### src/rtl/mem_port_arbiter_pkg.sv
// Shared encodings for the instruction/data memory port arbiter.
package mem_port_arbiter_pkg;

  typedef enum logic [1:0] {
    StIdle = 2'd0,
    StWait = 2'd1,
    StResp = 2'd2
  } state_e;

  localparam logic OwnerI = 1'b0;
  localparam logic OwnerD = 1'b1;

endpackage

### src/rtl/arb_starve_ctr.sv
// Counts consecutive D grants taken while I was waiting; raises force_i at the limit.
module arb_starve_ctr
  import mem_port_arbiter_pkg::*;
#(
  parameter int unsigned STARVE_MAX = 3
) (
  input  logic clk,
  input  logic rstn,
  input  logic grant,
  input  logic owner,
  input  logic i_req,
  output logic force_i
);

  localparam int unsigned SatW = $clog2(STARVE_MAX + 1);

  logic [SatW-1:0] cnt_q;

  always_ff @(posedge clk or negedge rstn) begin
    if (!rstn) begin
      cnt_q <= '0;
    end else if (grant) begin
      if (owner == OwnerD && i_req) begin
        if (cnt_q != SatW'(STARVE_MAX)) cnt_q <= cnt_q + SatW'(1);
      end else begin
        cnt_q <= '0;
      end
    end
  end

  assign force_i = (cnt_q == SatW'(STARVE_MAX));

endmodule

### src/rtl/mem_port_arbiter.sv
// Grants a shared single-port memory to fetch (I) or data (D) and sequences the
// fixed-latency access, returning a one-cycle ack to the owner.
module mem_port_arbiter
  import mem_port_arbiter_pkg::*;
#(
  parameter int unsigned AW         = 32,
  parameter int unsigned DW         = 32,
  parameter int unsigned MEM_LAT    = 2,
  parameter int unsigned STARVE_MAX = 3
) (
  input  logic          clk,
  input  logic          rstn,
  input  logic          i_req,
  input  logic [AW-1:0] i_addr,
  output logic          i_ack,
  output logic [DW-1:0] i_rdata,
  input  logic          d_req,
  input  logic          d_we,
  input  logic [AW-1:0] d_addr,
  input  logic [DW-1:0] d_wdata,
  output logic          d_ack,
  output logic [DW-1:0] d_rdata,
  output logic          mem_sel,
  output logic          mem_en,
  output logic          mem_we,
  input  logic [DW-1:0] mem_rdata
);

  localparam int unsigned CntW = $clog2(MEM_LAT) + 1;

  state_e          state_q;
  logic [CntW-1:0] cnt_q;
  logic            sel_q;
  logic            issue;
  logic            grant_d;
  logic            force_i;

  // Address and write data are muxed externally on mem_sel.
  logic unused_mux_inputs;
  assign unused_mux_inputs = ^{i_addr, d_addr, d_wdata};

  // rstn gates the issue so nothing is strobed while reset is held.
  assign issue   = rstn && (state_q == StIdle) && (i_req || d_req);
  assign grant_d = d_req && !(force_i && i_req);

  assign mem_en  = issue;
  assign mem_sel = issue ? grant_d : sel_q;
  assign mem_we  = issue && grant_d && d_we;
  assign i_rdata = mem_rdata;
  assign d_rdata = mem_rdata;

  arb_starve_ctr #(
    .STARVE_MAX(STARVE_MAX)
  ) u_starve (
    .clk    (clk),
    .rstn   (rstn),
    .grant  (issue),
    .owner  (grant_d),
    .i_req  (i_req),
    .force_i(force_i)
  );

  // cnt_q holds the cycles left until the memory output is valid; RESP is
  // entered on the cycle it would reach zero, so ack lands at issue + MEM_LAT.
  always_ff @(posedge clk or negedge rstn) begin
    if (!rstn) begin
      state_q <= StIdle;
      cnt_q   <= '0;
      sel_q   <= OwnerI;
      i_ack   <= 1'b0;
      d_ack   <= 1'b0;
    end else begin
      i_ack <= 1'b0;
      d_ack <= 1'b0;
      unique case (state_q)
        StIdle: begin
          if (issue) begin
            sel_q <= grant_d;
            cnt_q <= CntW'(MEM_LAT - 1);
            if (MEM_LAT == 1) begin
              state_q <= StResp;
              i_ack   <= (grant_d == OwnerI);
              d_ack   <= (grant_d == OwnerD);
            end else begin
              state_q <= StWait;
            end
          end
        end
        StWait: begin
          cnt_q <= cnt_q - CntW'(1);
          if (cnt_q == CntW'(1)) begin
            state_q <= StResp;
            i_ack   <= (sel_q == OwnerI);
            d_ack   <= (sel_q == OwnerD);
          end
        end
        StResp: state_q <= StIdle;
        default: state_q <= StIdle;
      endcase
    end
  end

endmodule

### config.mk
export PLATFORM = sky130hd
export DESIGN_NAME = mem_port_arbiter
export DESIGN_NICKNAME = d
export VERILOG_FILES = /design/src/rtl/mem_port_arbiter_pkg.sv /design/src/rtl/arb_starve_ctr.sv /design/src/rtl/mem_port_arbiter.sv
export SDC_FILE = /design/constraint.sdc
export NUM_CORES = 1
export LEC_CHECK = 0
export ABC_AREA = 1
export CAP_MARGIN = 20
export CORE_AREA = 2 2 79 81
export CTS_CLUSTER_SIZE = 20
export DETAILED_ROUTE_END_ITERATION = 16
export DIE_AREA = 0 0 81 83
export PLACE_DENSITY = 0.73
export SKIP_LAST_GASP = 1
export SLEW_MARGIN = 20
export SYNTH_ARGS = -nofsm -noshare
export SYNTH_HDL_FRONTEND = slang
export SYNTH_SLANG_ARGS = --single-unit
### constraint.sdc
create_clock -name clk -period 3.5 [get_ports clk]
set_clock_uncertainty 0.2 [all_clocks]
set_input_delay 0.525 -clock clk [delete_from_list [all_inputs] [get_ports clk]]
set_output_delay 0.525 -clock clk [all_outputs]
set_load 0.01 [all_outputs]
==> metrics.yaml <==
clock_tree:
  clock_latency_ns: 0.23
  ctsHtreeMaxLevel: 1
  root_buffer: "clkbuf_8"
  clk_pin_slew_ns: 0.04
  cts_buffers: 3
  cts_tree: "yes"
  cts_setup_buffers: 0
  cts_resized: 0
  numClockSinks: 9
  ctsLongestPathBuffers: 2
  cts_hold_buf: 0
routing:
  via_per_inst: 3.07
  postRouteAntennaNets: 0
  dr.pass1.iters: 3
  vias: 454
  routedWlPerCell_um: 16.3
  route.detailed.drc: 0
  drt_iter0_markers: 32
  routed_wl_mm: 2.41
power:
  peakVddDrop_uv: 129
  swShare_pct: 36.2
  pwr-share-comb_pct: 38.9
  power_frac_clock_pct: 24.4
  intPower_uw: 308
  seqPwrFrac_pct: 36.7
  switchingPower_uw: 175
  power.leakage_nw: 0.340
  p_per_area_nw_per_um2: 679
  totalPowerFinal_uw: 483
job:
  max_cap_violations: 0
setup_path:
  max_stage_delay_ns: 0.53
  critPathMostFrequentCell: "clkdlybuf4s50_1"
  cp_data_arrival_time_ns: 2.05
  regToRegSetupSlack_ns: 2.26
  crit_fanout: 4
  reg2reg_depth: 6
  cp-start-kind: "input port"
  required_ns: 2.77
  crit_path_top_delay_cell: "clkdlybuf4s50_1"
  crit_type: "input port to primary output"
  path_cells: "clkdlybuf4s50_1 -> inv_2 -> nand2_4 -> inv_4 -> nor2_4 -> nand2_2 -> nand2_1 -> clkdlybuf4s50_1"
  crit_path_end_kind: "primary output"
logic_synthesis:
  yosysTopAreaCell: "buf_4"
  synthTopCellsByArea: "buf_4, dfrtp_1, nand2_1, inv_1, ha_1"
  syn-num-nets: 258
  ys_seq_elements: 9
  ys_types: 17
  ys_seq_area_share_pct: 23.6
  synthesis.instances: 123
  syn_area_sq_um: 955
  yosysWarnings: 0
  synth_top_area_share_pct: 50.3
  syn_area_per_cell_sq_um: 7.76
die:
  rows: 28
  die_w_um: 81
  die_y_um: 83
  core_sq_um: 5820
  start_util_pct: 16.4
  io_pins: 202
  dieArea_sq_um: 6720
timing:
  finalMaxSlewViolations: 0
  slew_headroom_pct: 84.1
  setup_violations: 0
  fin_tns_setup_ns: 0
  fin_crit_sh_pct: 79.2
  timing.fmax_ghz: 0.361
  hold_violations: 0
  tightestPinTransition_ns: 0.237
  rsz0062_at_grt: "false"
  post-route-min-period_ns: 2.77
  fin_worst_hold_slack_ns: 0.274
grt:
  grt_pass1_vias: 514
  grt_pass1_wl_mm: 3.37
  grt_overflow: 0
  gr-usage-all-layers_pct: 7.27
  grt_antenna_before_repair: 0
  grt_max_degree: 9
cells_and_area:
  nFillCells: 687
  final_cell_mix: "nand2_1, inv_1, dfrtp_1, clkdlybuf4s50_1, nor2_1"
  final_common_cell: "nand2_1"
  nNetsFinal: 209
  diodes: 0
  area_growth_pct: -25.6
  layout-drive-gt1-share_pct: 19.2
min_path:
  hp-class: "register to register"
  whs_path_depth: 1
placement:
  io_buffers: 9
  hpwl_mm: 2.14
  place.gp.congestion: 0.777
status:
  status: "completed"
[final cells by class]
type                       instances  area, sq um  share of cell area (%)
clock buffer                       4         45.0                    6.34
inverter                          12         47.5                    6.69
multi-input combinational         38          201                    28.3
sequential                         9          225                    31.7
tap                               75         93.8                    13.2
timing repair buffer              10         97.6                    13.7
[flip-flops by register name, indices dropped and copies added (netlist names)]
signal and flops:
cnt_q 2, state_q 2, u_starve.cnt_q 2, d_ack 1
i_ack 1, sel_q 1
[cells by family after synthesis]
family,share of synthesized area (%)
compound gates,0.524
buf+inv,55.3
simple gates,18.0
flops,23.6
fa+ha+maj,2.62
[synthesized netlist by cell type, drive strengths merged]
cell   instances
nand2         22
dfrtp          9
o21ai          1
buf           64
nand3          4
inv           12
nor3           2
ha             2
nor2           7
[final timing paths]
kind | start | endpoint
setup / recovery | i_req | mem_sel
hold / removal | sel_q | i_ack
setup reg to reg | u_starve.cnt_q[0] | u_starve.cnt_q[1]
hold reg to reg | sel_q | i_ack
max in group asynchronous | rstn | state_q[1]
min in group asynchronous | rstn | u_starve.cnt_q[1]
[per-stage QoR]
step / cell area [sq um] / util, % / cells / setup slack, ns
6_report: 711 / 12.2 / 148 / 0.728
2_1_floorplan: 955 / - / 123 / 1.81
3_5_place_dp: 666 / 11.4 / 144 / 0.708
5_1_grt: 711 / 12.2 / 148 / 0.615
3_3_place_gp: 666 / 11.4 / 144 / 0.693
4_1_cts: 711 / 12.2 / 148 / 0.689
[worst max-delay path, delay by kind of cell]
kind | cells | cell delay [ns]
simple gates | 4 | 0.36
buf+inv | 4 | 1.16
[power groups by stage]
stage          combinational (mW)  clock [mW]  sequential (mW)
5_1_grt                     0.222       0.125            0.183
4_1_cts                     0.194       0.119            0.179
3_3_place_gp                0.185           0            0.176
3_5_place_dp                0.190           0            0.180
2_1_floorplan               0.197           0            0.174
6_report                    0.188       0.118            0.177
[routing by layer]
metal	up-vias	wire, um	GRT usage (%)
met5	-	0	0
met4	0	84	3.70
met3	14	933	11.7
met2	46	928	9.99
met1	191	459	4.25
li1	203	-	-
No activity file was read; power rests on OpenSTA's default activity.
